### config.mk
export PLATFORM = sky130hd
export DESIGN_NAME = pipe_skid_reg
export DESIGN_NICKNAME = d
export VERILOG_FILES = /design/src/rtl/pipe_skid_reg.sv
export SDC_FILE = /design/constraint.sdc
export NUM_CORES = 1
export LEC_CHECK = 0
export CORE_MARGIN = 2
export CORE_UTILIZATION = 44
export DETAILED_ROUTE_END_ITERATION = 10
export PLACE_DENSITY = 0.76
export SKIP_CTS_REPAIR_TIMING = 1
export SLEW_MARGIN = 20
export SYNTH_ARGS = -nofsm -noshare
export SYNTH_HDL_FRONTEND = slang
export SYNTH_SLANG_ARGS = --single-unit
### constraint.sdc
create_clock -name cpu_clk_50M -period 2.1 [get_ports cpu_clk_50M]
set_clock_uncertainty 0.15 [all_clocks]
set_input_delay 0.42 -clock cpu_clk_50M [delete_from_list [all_inputs] [get_ports cpu_clk_50M]]
set_output_delay 0.42 -clock cpu_clk_50M [all_outputs]
set_load 0.02 [all_outputs]
### src/rtl/pipe_skid_reg.sv
// Pipeline stage register carrying an opaque payload, with stall/flush handling and a flush-discard counter.
// Latency: one cycle from accept to out_valid; sustains one transfer per cycle while out_ready is high.
// Backpressure: SKID=1 takes in_ready from registered state only; SKID=0 passes out_ready through to in_ready.
module pipe_skid_reg #(
   parameter int                DATA_W  = 32,
   parameter logic [DATA_W-1:0] NOP_VAL = {DATA_W{1'b0}},
   parameter int                SKID    = 1,
   parameter int                CNT_W   = 16
) (
   input  logic              cpu_clk_50M,
   input  logic              cpu_rst_n,
   input  logic              flush,
   input  logic              stall,
   input  logic              in_valid,
   output logic              in_ready,
   input  logic [DATA_W-1:0] in_data,
   output logic              out_valid,
   input  logic              out_ready,
   output logic [DATA_W-1:0] out_data,
   output logic [1:0]        occ,
   output logic [CNT_W-1:0]  flush_cnt
);

   localparam logic [CNT_W-1:0] CNT_MAX = '1;

   logic [DATA_W-1:0] main_dat, main_dat_nxt;
   logic [DATA_W-1:0] skid_dat, skid_dat_nxt;
   logic              main_vld, main_vld_nxt;
   logic              skid_vld, skid_vld_nxt;
   logic [CNT_W-1:0]  flush_cnt_nxt;
   logic              enq;
   logic              deq;

   generate
      if (SKID != 0) begin : g_skid
         assign in_ready = ~skid_vld & ~stall;
      end else begin : g_single
         assign in_ready = (~main_vld | out_ready) & ~stall;
      end
   endgenerate

   // Stall masks both handshakes, so no enqueue or dequeue can happen while frozen.
   assign out_valid = main_vld & ~stall;
   assign out_data  = main_dat;
   assign occ       = {1'b0, main_vld} + {1'b0, skid_vld};
   assign enq       = in_valid & in_ready;
   assign deq       = out_valid & out_ready;

   always_comb begin
      main_dat_nxt  = main_dat;
      main_vld_nxt  = main_vld;
      skid_dat_nxt  = skid_dat;
      skid_vld_nxt  = skid_vld;
      flush_cnt_nxt = flush_cnt;
      if (flush) begin
         main_dat_nxt = NOP_VAL;
         main_vld_nxt = 1'b0;
         skid_dat_nxt = NOP_VAL;
         skid_vld_nxt = 1'b0;
         if ((main_vld | skid_vld) && (flush_cnt != CNT_MAX))
            flush_cnt_nxt = flush_cnt + CNT_W'(1);
      end else if (SKID != 0) begin
         case ({main_vld, skid_vld})
            2'b00: begin
               if (enq) begin
                  main_dat_nxt = in_data;
                  main_vld_nxt = 1'b1;
               end
            end
            2'b10: begin
               if (enq && deq) begin
                  main_dat_nxt = in_data;
               end else if (enq) begin
                  skid_dat_nxt = in_data;
                  skid_vld_nxt = 1'b1;
               end else if (deq) begin
                  main_dat_nxt = NOP_VAL;
                  main_vld_nxt = 1'b0;
               end
            end
            2'b11: begin
               // Skid entry is always the younger one, so it moves up into main.
               if (deq) begin
                  main_dat_nxt = skid_dat;
                  skid_dat_nxt = NOP_VAL;
                  skid_vld_nxt = 1'b0;
               end
            end
            default: begin
               main_dat_nxt = main_dat;
            end
         endcase
      end else begin
         if (enq) begin
            main_dat_nxt = in_data;
            main_vld_nxt = 1'b1;
         end else if (deq) begin
            main_dat_nxt = NOP_VAL;
            main_vld_nxt = 1'b0;
         end
      end
   end

   always_ff @(posedge cpu_clk_50M or negedge cpu_rst_n) begin
      if (!cpu_rst_n) begin
         main_dat  <= NOP_VAL;
         main_vld  <= 1'b0;
         skid_dat  <= NOP_VAL;
         skid_vld  <= 1'b0;
         flush_cnt <= '0;
      end else begin
         main_dat  <= main_dat_nxt;
         main_vld  <= main_vld_nxt;
         skid_dat  <= skid_dat_nxt;
         skid_vld  <= skid_vld_nxt;
         flush_cnt <= flush_cnt_nxt;
      end
   end

endmodule

==> results.yml, run 1 <==
run:
  drv_cap: 0
worst_setup_path:
  worst-r2r-cell-count: 7
  reg2reg_slack_ns: 0.07
  rr_startpoint: "main_vld"
  cp_data_required_time_ns: 2.22
  cp-start-kind: "input pin"
  path_class: "in -> reg"
  cp_slowest_cell: "clkdlybuf4s50_1"
  critical_path.endpoint_type: "flip-flop"
  path_max_fanout: 17
  path_common_cell: "buf_4"
  reg2reg_to: "flush_cnt[12]"
  slowest_delay_ns: 0.57
  crit_chain: "clkdlybuf4s50_1, and3b_1, buf_4, a311oi_4, buf_4, a22o_1"
  critPathArrivalTime_ns: 2.15
pwr:
  vdd_drop_max_mv: 0.464
  power.leakage_nw: 2.21
  pwr-share-comb_pct: 28.1
  power.density_mw_per_mm2: 807
  p_sw_share_pct: 31.3
  switching_power_mw: 1.26
  pwr-share-seq_pct: 46.2
  p_int_mw: 2.77
  total_power_mw: 4.03
  clkPwrFrac_pct: 25.7
placed_design:
  finalWeightedCongestion: 0.797
  pre_cts_slack_ns: -0.252
  dpl.hpwl_um: 5910
  place_area_mm2: 0.00474
  port_buffers: 89
cts:
  cts_max_level: 3
  cts.clk_slew.worst_paths_ns: 0.08
  cts_buffers: 9
  cts_buffer_depth: 2
  cts_tree: "built"
  clk_latency_ns: 0.34
  cts-root-buf: "clkbuf_8"
  clock-sinks: 82
die:
  io_pins: 90
  initial_core_util_pct: 45.3
  die_w_um: 93.2
  die_area_mm2: 0.00869
  rows: 32
  fp.dieH_um: 93.2
  fp.coreArea_mm2: 0.00773
drt:
  ant_nets: 0
  drcViolationCount: 0
  wl_per_cell_um: 17.1
  drtPass1Iterations: 4
  vias: 2793
  via_per_inst: 5.63
  dr.first_iter.drc_count: 118
  wirelength_um: 8480
yosys:
  syn-num-nets: 323
  async_reset_ff_share_pct: 100
  synthTopCellsByArea: "dfrtp_1, a22o_1, o2bb2ai_1"
  synth-edff-count: 0
  ys_seq_area_share_pct: 58.6
  synth-main-ff-cell: "dfrtp_1"
  syn_area_mm2: 0.00350
  synth_cells: 281
  synth_top_cell_by_area: "dfrtp_1"
  synth.top_cell.area_share_pct: 58.6
  synth-seq-cells: 82
  synth_area_per_cell_um2: 12.5
  synth_warnings: 0
  yosys.cell_types.count: 35
hold_path:
  min_to: "out_data[30]"
  hold_start: "out_data[30]"
  min_delay_path_depth: 1
  min_path_type: "reg -> reg"
sta:
  hold_violations: 0
  period_needed_ns: 2.03
  fmaxAchievable_ghz: 0.492
  tightest_slew_ns: 0.506
  final.setup.worst_slack_ns: 0.0665
  slew_headroom_pct: 66.0
  setup_viol: 0
  tns_ns: 0
  drv_slew: 0
  hold_ws_ns: 0.342
  finalCritPeriodShare_pct: 96.8
  rsz0062_at_grt: "true"
finish:
  fin_nets: 431
  drive_gt1_share_pct: 16.5
  area_growth_syn_to_layout_pct: 42.8
  layout_commonest_cell: "clkdlybuf4s50_1"
  antenna_cells: 0
  design_area_mm2: 0.00500
  layout.cells.most_common_list: "clkdlybuf4s50_1, dfrtp_1, a22oi_1, a22o_1, o2bb2ai_1"
status:
  status: "finished clean"
grt:
  grt_antenna_before_repair: 0
  grt_pass1_wl_um: 14100
  grt_max_degree: 41
  track_usage_pct: 20.5
  globalRouteOverflowTotal: 0
  grt_pass1_vias: 2959
==> stage by stage <==
step,utilization (%),instances
after floorplan,-,281
after global placement,61.3,478
after detailed placement,61.3,478
after CTS,63.7,494
after global routing,64.7,496
final,64.7,496
==> registers in the layout, summed over array words and instances (netlist names) <==
name       count
flush_cnt     16
main_vld       1
out_data      32
skid_dat      32
skid_vld       1
==> Yosys cell counts, types with 2 or more instances <==
| cell | count |
|---|---|
| nor3_1 | 6 |
| xor2_1 | 12 |
| nand2b_1 | 2 |
| mux2_2 | 2 |
| dfrtp_1 | 82 |
| buf_2 | 2 |
| a22oi_1 | 32 |
| inv_1 | 6 |
| nor4b_1 | 2 |
| nor4_2 | 2 |
| clkbuf_1 | 19 |
| nand4bb_1 | 2 |
| nand4_1 | 4 |
| o2bb2ai_1 | 31 |
| o21ai_0 | 2 |
| a211oi_1 | 2 |
| a22o_1 | 32 |
| nor4_1 | 8 |
| ha_1 | 4 |
| nor2_1 | 8 |
| nand2_1 | 5 |
| nand3_1 | 3 |
==> cell families after synthesis <==
| family | Yosys count | share of synthesized area, % |
|---|---|---|
| xor gates and xnor gates | 13 | 3.25 |
| adders and majority gates | 4 | 1.43 |
| and+or+nand+nor | 47 | 8.18 |
| buffers and inverters | 27 | 2.97 |
| AOI/OAI and AO/OA | 105 | 24.6 |
| muxes | 3 | 0.929 |
| DFF | 82 | 58.6 |
==> how the worst max path moves through the flow <==
stage,to,slack (ns),cells after the start,from
final,skid_dat[17],0.07,6,stall
after floorplan,flush_cnt[15],-0.10,8,skid_vld
after CTS,occ[1],-0.33,2,main_vld
after global routing,out_data[22],-0.04,8,skid_vld
after global placement,skid_dat[14],-0.19,6,stall
after detailed placement,out_data[11],-0.25,6,stall
==> routing by layer <==
metal  vias to the layer above  share of wire, %  global-route usage (%)
met1                      1400                46                    28.4
li1                       1309                 -                       -
met5                         -                 0                       0
met4                         0              0.62                    6.50
met2                        80                49                    33.2
met3                         4               4.1                    3.38
==> final cells by class <==
type                            count  area [um2]
Clock buffer                       12         155
Clock inverter                      4        26.3
Fill cell                         604        2730
Inverter                            6        22.5
Multi-Input combinational cell    172        1450
Sequential cell                    82        2050
Tap cell                          102         128
Timing Repair Buffer              118        1160
==> power by group through the flow <==
stage	sequential [mW]	combinational, mW	clock [mW]
floorplan	2.03	0.397	0
global placement	1.89	1.10	0
detailed placement	1.89	1.13	0
CTS	1.86	1.13	1.07
global route	1.89	1.23	1.15
finish	1.87	1.13	1.04
==> critical path, delay by kind of cell <==
kind	cells	cell delay, ns
compound gates	2	0.46
buf+inv	3	1.00
simple gates	1	0.26
No activity file was read; power rests on OpenSTA's default activity.
==> run 2: changes to the inputs <==
--- a/config.mk
+++ b/config.mk
@@ -5,6 +5,7 @@
 export SDC_FILE = /design/constraint.sdc
 export NUM_CORES = 1
 export LEC_CHECK = 0
+export CAP_MARGIN = 20
 export CORE_MARGIN = 2
 export CORE_UTILIZATION = 44
 export DETAILED_ROUTE_END_ITERATION = 10
==> results of run 2 <==
Final layout, timing and power as in run 1 (identical DEF).
